$ cat config.mk
export PLATFORM = sky130hd
export DESIGN_NAME = packet_stream_rr_arbiter_flat
export DESIGN_NICKNAME = d
export VERILOG_FILES = /design/src/rtl/packet_stream_rr_arbiter_if.sv /design/src/rtl/packet_stream_rr_arbiter.sv /design/src/flat_wrapper.sv
export SDC_FILE = /design/constraint.sdc
export NUM_CORES = 1
export LEC_CHECK = 0
export ABC_AREA = 1
export CAP_MARGIN = 20
export CORE_AREA = 5 5 516 518
export DETAILED_ROUTE_END_ITERATION = 8
export DIE_AREA = 0 0 521 523
export PLACE_DENSITY_LB_ADDON = 0.2
export SLEW_MARGIN = 10
export SYNTH_ARGS = -nofsm -noshare
export SYNTH_HDL_FRONTEND = slang
export SYNTH_SLANG_ARGS = --single-unit
$ cat constraint.sdc
create_clock -name clock_clk -period 1.7 [get_ports clock_clk]
set_input_delay 0.17 -clock clock_clk [delete_from_list [all_inputs] [get_ports clock_clk]]
set_output_delay 0.17 -clock clock_clk [all_outputs]
set_load 0.005 [all_outputs]
$ cat src/rtl/packet_stream_rr_arbiter_if.sv
// Avalon-ST bundle for packet_stream_rr_arbiter.
// Groups the NUM_INPUTS source-side streams (asi_in_*) and the single merged
// sink-side stream (aso_out0_*).
//   slave  : arbiter view (consumes asi_in_*, produces aso_out0_*)
//   master : environment view (produces asi_in_*, consumes aso_out0_*)
interface packet_stream_rr_arbiter_if #(
   parameter int unsigned NUM_INPUTS = 4,
   parameter int unsigned DATA_WIDTH = 256,
   parameter int unsigned CH_WIDTH   = (NUM_INPUTS > 1) ? $clog2(NUM_INPUTS) : 1
) ();

   logic [NUM_INPUTS*DATA_WIDTH-1:0] asi_in_data;
   logic [NUM_INPUTS-1:0]            asi_in_valid;
   logic [NUM_INPUTS-1:0]            asi_in_startofpacket;
   logic [NUM_INPUTS-1:0]            asi_in_endofpacket;
   logic [NUM_INPUTS-1:0]            asi_in_ready;

   logic [DATA_WIDTH-1:0]            aso_out0_data;
   logic                             aso_out0_valid;
   logic                             aso_out0_ready;
   logic                             aso_out0_startofpacket;
   logic                             aso_out0_endofpacket;
   logic [CH_WIDTH-1:0]              aso_out0_channel;

   modport slave (
      input  asi_in_data,
      input  asi_in_valid,
      input  asi_in_startofpacket,
      input  asi_in_endofpacket,
      output asi_in_ready,
      output aso_out0_data,
      output aso_out0_valid,
      input  aso_out0_ready,
      output aso_out0_startofpacket,
      output aso_out0_endofpacket,
      output aso_out0_channel
   );

   modport master (
      output asi_in_data,
      output asi_in_valid,
      output asi_in_startofpacket,
      output asi_in_endofpacket,
      input  asi_in_ready,
      input  aso_out0_data,
      input  aso_out0_valid,
      output aso_out0_ready,
      input  aso_out0_startofpacket,
      input  aso_out0_endofpacket,
      input  aso_out0_channel
   );

endinterface

$ cat src/rtl/packet_stream_rr_arbiter.sv
// Round-robin, packet-locked merge of NUM_INPUTS Avalon-ST packet sources onto
// one Avalon-ST sink with a single registered output stage.
// Ports:
//   clock_clk        : clock
//   reset_reset      : synchronous active-high reset
//   st               : stream bundle (slave modport): asi_in_* sources, aso_out0_* sink
//   cfg_enable_mask  : per-source arbitration enable
//   stat_clear       : pulse, clears stat_drop_flag and stat_pkt_count (wins over updates)
//   stat_drop_flag   : sticky, an orphan (non-SOP beat seen while idle) was discarded
//   stat_pkt_count   : packets whose EOP was accepted downstream (wrapping)
//   stat_busy        : high while a packet is being streamed
module packet_stream_rr_arbiter #(
   parameter int unsigned NUM_INPUTS = 4,
   parameter int unsigned DATA_WIDTH = 256,
   parameter int unsigned CH_WIDTH   = (NUM_INPUTS > 1) ? $clog2(NUM_INPUTS) : 1
) (
   input  logic                   clock_clk,
   input  logic                   reset_reset,
   packet_stream_rr_arbiter_if.slave st,
   input  logic [NUM_INPUTS-1:0]  cfg_enable_mask,
   input  logic                   stat_clear,
   output logic                   stat_drop_flag,
   output logic [15:0]            stat_pkt_count,
   output logic                   stat_busy
);

   typedef enum logic {StIdle, StStream} state_e;

   state_e                state_q, state_d;
   logic [CH_WIDTH-1:0]   grant_q, grant_d;
   logic [CH_WIDTH-1:0]   last_grant_q, last_grant_d;

   logic                  out_valid_q, out_valid_d;
   logic                  out_sop_q, out_sop_d;
   logic                  out_eop_q, out_eop_d;
   logic [DATA_WIDTH-1:0] out_data_q, out_data_d;
   logic [CH_WIDTH-1:0]   out_ch_q, out_ch_d;

   logic                  drop_q, drop_d;
   logic [15:0]           pkt_cnt_q, pkt_cnt_d;

   logic [NUM_INPUTS-1:0] req;
   logic [NUM_INPUTS-1:0] orphan;
   logic [NUM_INPUTS-1:0] in_ready;
   logic                  pick_found;
   logic [CH_WIDTH-1:0]   pick_idx;

   logic [DATA_WIDTH-1:0] sel_data;
   logic                  sel_valid;
   logic                  sel_sop;
   logic                  sel_eop;

   logic                  can_load;
   logic                  accept;
   logic                  drop_seen;
   logic                  out_fire;

   // Round-robin pick: first pass looks above last_grant, second pass wraps to 0.
   always_comb begin
      req        = st.asi_in_valid & st.asi_in_startofpacket & cfg_enable_mask;
      orphan     = st.asi_in_valid & ~st.asi_in_startofpacket;
      pick_found = 1'b0;
      pick_idx   = '0;
      for (int i = 0; i < NUM_INPUTS; i++) begin
         if (!pick_found && req[i] && (CH_WIDTH'(i) > last_grant_q)) begin
            pick_found = 1'b1;
            pick_idx   = CH_WIDTH'(i);
         end
      end
      for (int i = 0; i < NUM_INPUTS; i++) begin
         if (!pick_found && req[i]) begin
            pick_found = 1'b1;
            pick_idx   = CH_WIDTH'(i);
         end
      end
   end

   // Granted source mux.
   always_comb begin
      sel_data  = '0;
      sel_valid = 1'b0;
      sel_sop   = 1'b0;
      sel_eop   = 1'b0;
      for (int i = 0; i < NUM_INPUTS; i++) begin
         if (grant_q == CH_WIDTH'(i)) begin
            sel_data  = st.asi_in_data[i*DATA_WIDTH +: DATA_WIDTH];
            sel_valid = st.asi_in_valid[i];
            sel_sop   = st.asi_in_startofpacket[i];
            sel_eop   = st.asi_in_endofpacket[i];
         end
      end
   end

   always_comb begin
      can_load     = !out_valid_q || st.aso_out0_ready;
      state_d      = state_q;
      grant_d      = grant_q;
      last_grant_d = last_grant_q;
      in_ready     = '0;
      accept       = 1'b0;
      drop_seen    = 1'b0;

      unique case (state_q)
         StIdle: begin
            if (pick_found) begin
               // Decision cycle: nothing is accepted, orphans included.
               grant_d      = pick_idx;
               last_grant_d = pick_idx;
               state_d      = StStream;
            end else begin
               in_ready  = orphan;
               drop_seen = |orphan;
            end
         end
         StStream: begin
            for (int i = 0; i < NUM_INPUTS; i++) begin
               if (grant_q == CH_WIDTH'(i)) begin
                  in_ready[i] = can_load;
               end
            end
            accept = can_load && sel_valid;
            if (accept && sel_eop) begin
               state_d = StIdle;
            end
         end
         default: state_d = StIdle;
      endcase

      out_valid_d = out_valid_q;
      out_sop_d   = out_sop_q;
      out_eop_d   = out_eop_q;
      out_data_d  = out_data_q;
      out_ch_d    = out_ch_q;
      if (can_load) begin
         out_valid_d = accept;
         if (accept) begin
            out_sop_d  = sel_sop;
            out_eop_d  = sel_eop;
            out_data_d = sel_data;
            out_ch_d   = grant_q;
         end
      end

      out_fire  = out_valid_q && st.aso_out0_ready;
      pkt_cnt_d = (out_fire && out_eop_q) ? pkt_cnt_q + 16'd1 : pkt_cnt_q;
      drop_d    = drop_q | drop_seen;
      if (stat_clear) begin
         pkt_cnt_d = '0;
         drop_d    = 1'b0;
      end
   end

   always_ff @(posedge clock_clk) begin
      if (reset_reset) begin
         state_q      <= StIdle;
         grant_q      <= '0;
         last_grant_q <= CH_WIDTH'(NUM_INPUTS - 1);
         out_valid_q  <= 1'b0;
         out_sop_q    <= 1'b0;
         out_eop_q    <= 1'b0;
         out_data_q   <= '0;
         out_ch_q     <= '0;
         drop_q       <= 1'b0;
         pkt_cnt_q    <= '0;
      end else begin
         state_q      <= state_d;
         grant_q      <= grant_d;
         last_grant_q <= last_grant_d;
         out_valid_q  <= out_valid_d;
         out_sop_q    <= out_sop_d;
         out_eop_q    <= out_eop_d;
         out_data_q   <= out_data_d;
         out_ch_q     <= out_ch_d;
         drop_q       <= drop_d;
         pkt_cnt_q    <= pkt_cnt_d;
      end
   end

   assign st.asi_in_ready           = in_ready;
   assign st.aso_out0_data          = out_data_q;
   assign st.aso_out0_valid         = out_valid_q;
   assign st.aso_out0_startofpacket = out_sop_q;
   assign st.aso_out0_endofpacket   = out_eop_q;
   assign st.aso_out0_channel       = out_ch_q;
   assign stat_drop_flag            = drop_q;
   assign stat_pkt_count            = pkt_cnt_q;
   assign stat_busy                 = (state_q == StStream);

endmodule

$ cat src/flat_wrapper.sv
// flat-port wrapper written by rule: the top's interface ports become plain ports
module packet_stream_rr_arbiter_flat 
#(
   parameter int unsigned NUM_INPUTS = 4,
   parameter int unsigned DATA_WIDTH = 256,
   parameter int unsigned CH_WIDTH   = (NUM_INPUTS > 1) ? $clog2(NUM_INPUTS) : 1
)
  (clock_clk, reset_reset, cfg_enable_mask, stat_clear, stat_drop_flag, stat_pkt_count, stat_busy, st_asi_in_data, st_asi_in_valid, st_asi_in_startofpacket, st_asi_in_endofpacket, st_asi_in_ready, st_aso_out0_data, st_aso_out0_valid, st_aso_out0_ready, st_aso_out0_startofpacket, st_aso_out0_endofpacket, st_aso_out0_channel);
  packet_stream_rr_arbiter_if #(.NUM_INPUTS(NUM_INPUTS), .DATA_WIDTH(DATA_WIDTH), .CH_WIDTH(CH_WIDTH)) st_i ();
  input  logic clock_clk;
  input  logic reset_reset;
  input  logic [NUM_INPUTS-1:0] cfg_enable_mask;
  input  logic stat_clear;
  output logic stat_drop_flag;
  output logic [15:0] stat_pkt_count;
  output logic stat_busy;
  input wire logic [$bits(st_i.asi_in_data)-1:0] st_asi_in_data;
  input wire logic [$bits(st_i.asi_in_valid)-1:0] st_asi_in_valid;
  input wire logic [$bits(st_i.asi_in_startofpacket)-1:0] st_asi_in_startofpacket;
  input wire logic [$bits(st_i.asi_in_endofpacket)-1:0] st_asi_in_endofpacket;
  output wire logic [$bits(st_i.asi_in_ready)-1:0] st_asi_in_ready;
  output wire logic [$bits(st_i.aso_out0_data)-1:0] st_aso_out0_data;
  output wire logic [$bits(st_i.aso_out0_valid)-1:0] st_aso_out0_valid;
  input wire logic [$bits(st_i.aso_out0_ready)-1:0] st_aso_out0_ready;
  output wire logic [$bits(st_i.aso_out0_startofpacket)-1:0] st_aso_out0_startofpacket;
  output wire logic [$bits(st_i.aso_out0_endofpacket)-1:0] st_aso_out0_endofpacket;
  output wire logic [$bits(st_i.aso_out0_channel)-1:0] st_aso_out0_channel;
  assign st_i.asi_in_data = st_asi_in_data;
  assign st_i.asi_in_valid = st_asi_in_valid;
  assign st_i.asi_in_startofpacket = st_asi_in_startofpacket;
  assign st_i.asi_in_endofpacket = st_asi_in_endofpacket;
  assign st_asi_in_ready = st_i.asi_in_ready;
  assign st_aso_out0_data = st_i.aso_out0_data;
  assign st_aso_out0_valid = st_i.aso_out0_valid;
  assign st_i.aso_out0_ready = st_aso_out0_ready;
  assign st_aso_out0_startofpacket = st_i.aso_out0_startofpacket;
  assign st_aso_out0_endofpacket = st_i.aso_out0_endofpacket;
  assign st_aso_out0_channel = st_i.aso_out0_channel;
  packet_stream_rr_arbiter #(.NUM_INPUTS(NUM_INPUTS), .DATA_WIDTH(DATA_WIDTH), .CH_WIDTH(CH_WIDTH)) u_core (.clock_clk(clock_clk), .reset_reset(reset_reset), .st(st_i), .cfg_enable_mask(cfg_enable_mask), .stat_clear(stat_clear), .stat_drop_flag(stat_drop_flag), .stat_pkt_count(stat_pkt_count), .stat_busy(stat_busy));
endmodule
==> run summary <==
Avg WL per Cell: 26.0 um
Worst setup path class: reg2out
Layout area overhead: 179%
Final setup fails: 266
Site Rows: 188
Worst skew pair latency: 650 ps
RSZ-0062 raised after global routing: yes
CTS tree: done
Cell Int Power: 20.8 mW
Required @ worst endpoint: 1530 ps
Grt ovf: 0
Hold Startpoint: st_asi_in_data[514]
Status: finished with violations
Crit end category: output pin
Total wire length: 191000 um
Hold Buf Count CTS: 0
Slew @ Worst Pin: 627 ps
Pwr dens: 723 mW/mm^2
CTS buffer count: 45
Hold path depth: 3
Die H: 523 um
Leak: 19.8 nW
Post-Syn Instances: 2249
Initial Utilization: 0.0605
Slew Limit Fails: 0
Synth Cell Area: 0.0158 mm^2
Core area: 0.261 mm^2
Final Hold Vio Count: 0
TNS Setup: -66780 ps
Die area: 0.272 mm^2
H-tree Lvls: 2
EDFF count, synth: 0
Nets: 4942
Total GRT Usage: 0.130
FF/Latch Area: 0.00574 mm^2
Die W: 521 um
FF-to-FF setup slack: -360 ps
Final Critical Period: 2260 ps
Initial antenna violation count: 36
Reg2reg start: u_core.grant_q[1]
Failing checks: negative setup slack
Post-Place Cells: 7125
Comb power frac: 0.433
Fraction of layout cells with a size suffix above 1: 0.315
Crit path max fanout: 4
Synth warn: 0
Asr flop ratio synth: 0
Post-synthesis sequential area ratio: 0.359
DR DRC count: 0
Final setup margin: -559 ps
Peak VDD IR: 0.693 mV
Gpl congestion: 0.956
Hpwl dp: 150000 um
Largest net degree at the start of global routing: 50
Max-cap viol count: 0
Mapped Avg Cell Area: 7.03 um^2
First-pass GRT wire length: 242000 um
Flop pwr share: 0.250
Period Utilization, post-route: 1.33
FF-to-FF path depth: 13
Most common cell after layout, fill and taps aside: clkdlybuf4s50_1
NetSw: 11.1 mW
CP most frequent cell: nand4_1
Clock Power Share: 0.317
Hold Crit Class: in2reg
CP max-delay cell: dfxtp_4
Cell area after layout: 0.0441 mm^2
Clk sinks: 283
ANT nets after route: 0
Syn_nets: 3294
Multi-input logic area: 0.0120 mm^2
Non-Filler Instances: 7361
Clock root buffer: clkbuf_16
Sw Share: 0.349
Post-synth cell types: 34
Worst Path Arrival: 2090 ps
Fmax: 0.443 GHz
Clock Pin Slew Worst Setup and Hold Paths: 60 ps
Fillcell total: 29.3k
Slew headroom: 0.582
Max stage delay on crit path: 360 ps
CP cell instances: inv_2 -> nand4_1 -> nand4_1 -> nor2_2 -> nand2_2 -> nor2_4 -> buf_6 -> nand2_4 -> o31ai_4 -> buf_2
Placed cell area: 0.0353 mm^2
Detailed router's first-iteration violation count: 1095
IO Port Bufs: 1326
DRT Pass-1 Iters: 5
IO Pins: 1327
Most frequent cells in the layout: clkdlybuf4s50_1, nand2_1, buf_4, nand3_1, dfxtp_1
Pre-CTS WS: -1150 ps
CP startpoint kind: flop
Yosys reg bits: 283
Skew final: 38.1 ps
Longest Clk Path Bufs: 3
Vias in the first global route: 25.8k
Via density per instance: 3.36
Overall Power: 31.9 mW
Top_reg_cell synth: dfxtp_1
DR vias: 24.8k
CP startpoint: u_core.last_grant_q[1]
worst max-delay path, delay by kind of cell, from the launching register on:
| family | cells | cell delay [ps] |
|---|---|---|
| buf+inv | 3 | 330 |
| flops | 1 | 360 |
| simple gates | 6 | 680 |
| compound gates | 1 | 70 |
registers in the layout (all words and copies together), names as in the netlist:
name / flops
u_core.st.aso_out0_startofpacket: 1
u_core.stat_drop_flag: 1
u_core.st.aso_out0_channel: 2
u_core.last_grant_q: 2
u_core.stat_busy: 1
u_core.st.aso_out0_data: 256
u_core.stat_pkt_count: 16
u_core.st.aso_out0_valid: 1
u_core.st.aso_out0_endofpacket: 1
u_core.grant_q: 2
metrics by stage:
step	hold slack [ps]	utilization
3_5_place_dp	453	0.135
2_1_floorplan	239	-
5_1_grt	148	0.169
6_report	182	0.169
4_1_cts	104	0.156
3_3_place_gp	445	0.135
final cells by class:
type | count | area share
Timing Repair Buffer | 1830 | 0.461
Tap cell | 3420 | 0.0969
Multi-Input combinational cell | 1698 | 0.272
Antenna cell | 7 | 0.000397
Clock buffer | 63 | 0.0293
Inverter | 39 | 0.00431
Sequential cell | 283 | 0.130
Clock inverter | 21 | 0.00598
power by group through the flow:
stage               Sequential [mW]  Clock (mW)  Combinational (mW)
global placement               7.96           0                10.7
floorplan                      7.88           0                2.94
finish                         7.98        10.1                13.8
global route                   8.08        10.8                14.8
detailed placement             7.96           0                10.7
CTS                            7.88        10.6                13.1
synthesized netlist by cell type (2+ instances only):
cell type | number | area share
inv_1 | 36 | 0.0086
nand3_1 | 272 | 0.086
nor3_1 | 5 | 0.0016
dfxtp_1 | 283 | 0.36
buf_1 | 10 | 0.0024
inv_2 | 3 | 0.00071
a221oi_1 | 257 | 0.14
o21ai_0 | 31 | 0.0098
o21ai_1 | 241 | 0.076
nand3_2 | 2 | 0.0013
buf_2 | 101 | 0.032
buf_6 | 23 | 0.016
nand2_1 | 562 | 0.13
buf_4 | 9 | 0.0043
nor2_2 | 2 | 0.00079
nor2_1 | 30 | 0.0071
nand4_1 | 4 | 0.0016
a21oi_1 | 278 | 0.088
clkbuf_1 | 85 | 0.020
timing repair:
| action | 4_1_cts | 5_1_grt |
|---|---|---|
| endpoints found under the setup margin | 510 | 484 |
| resized for setup | 537 | 741 |
| setup buffers | 49 | 47 |
| pin swaps | 53 | 64 |
| gates cloned | 57 | 20 |
cell families (layout without fill, tap and decap cells):
kind of cell             Yosys count  after routing  synth area share
AND/OR/NAND/NOR                  884            884             0.236
AO/OA/AOI/OAI                    813            813             0.320
flip-flops                       283            283             0.359
buffers and inverters            268           1953            0.0848
adder cells (fa/ha/maj)            1              1          0.000792
other                              0              7                 0
worst paths after layout:
check / to
max reg2reg: u_core.st.aso_out0_data[152]
min reg2reg: u_core.stat_drop_flag
min: u_core.st.aso_out0_data[2]
max: st_asi_in_ready[1]
per-layer routing:
layer / vias to the layer above / share of wire / GRT usage
li1: 11600 / - / -
met4: 8 / 0.026 / 0.0281
met2: 1091 / 0.52 / 0.242
met5: - / 0.00025 / 0
met1: 11900 / 0.36 / 0.135
met3: 170 / 0.10 / 0.0558
No activity file was read; power rests on OpenSTA's default activity.
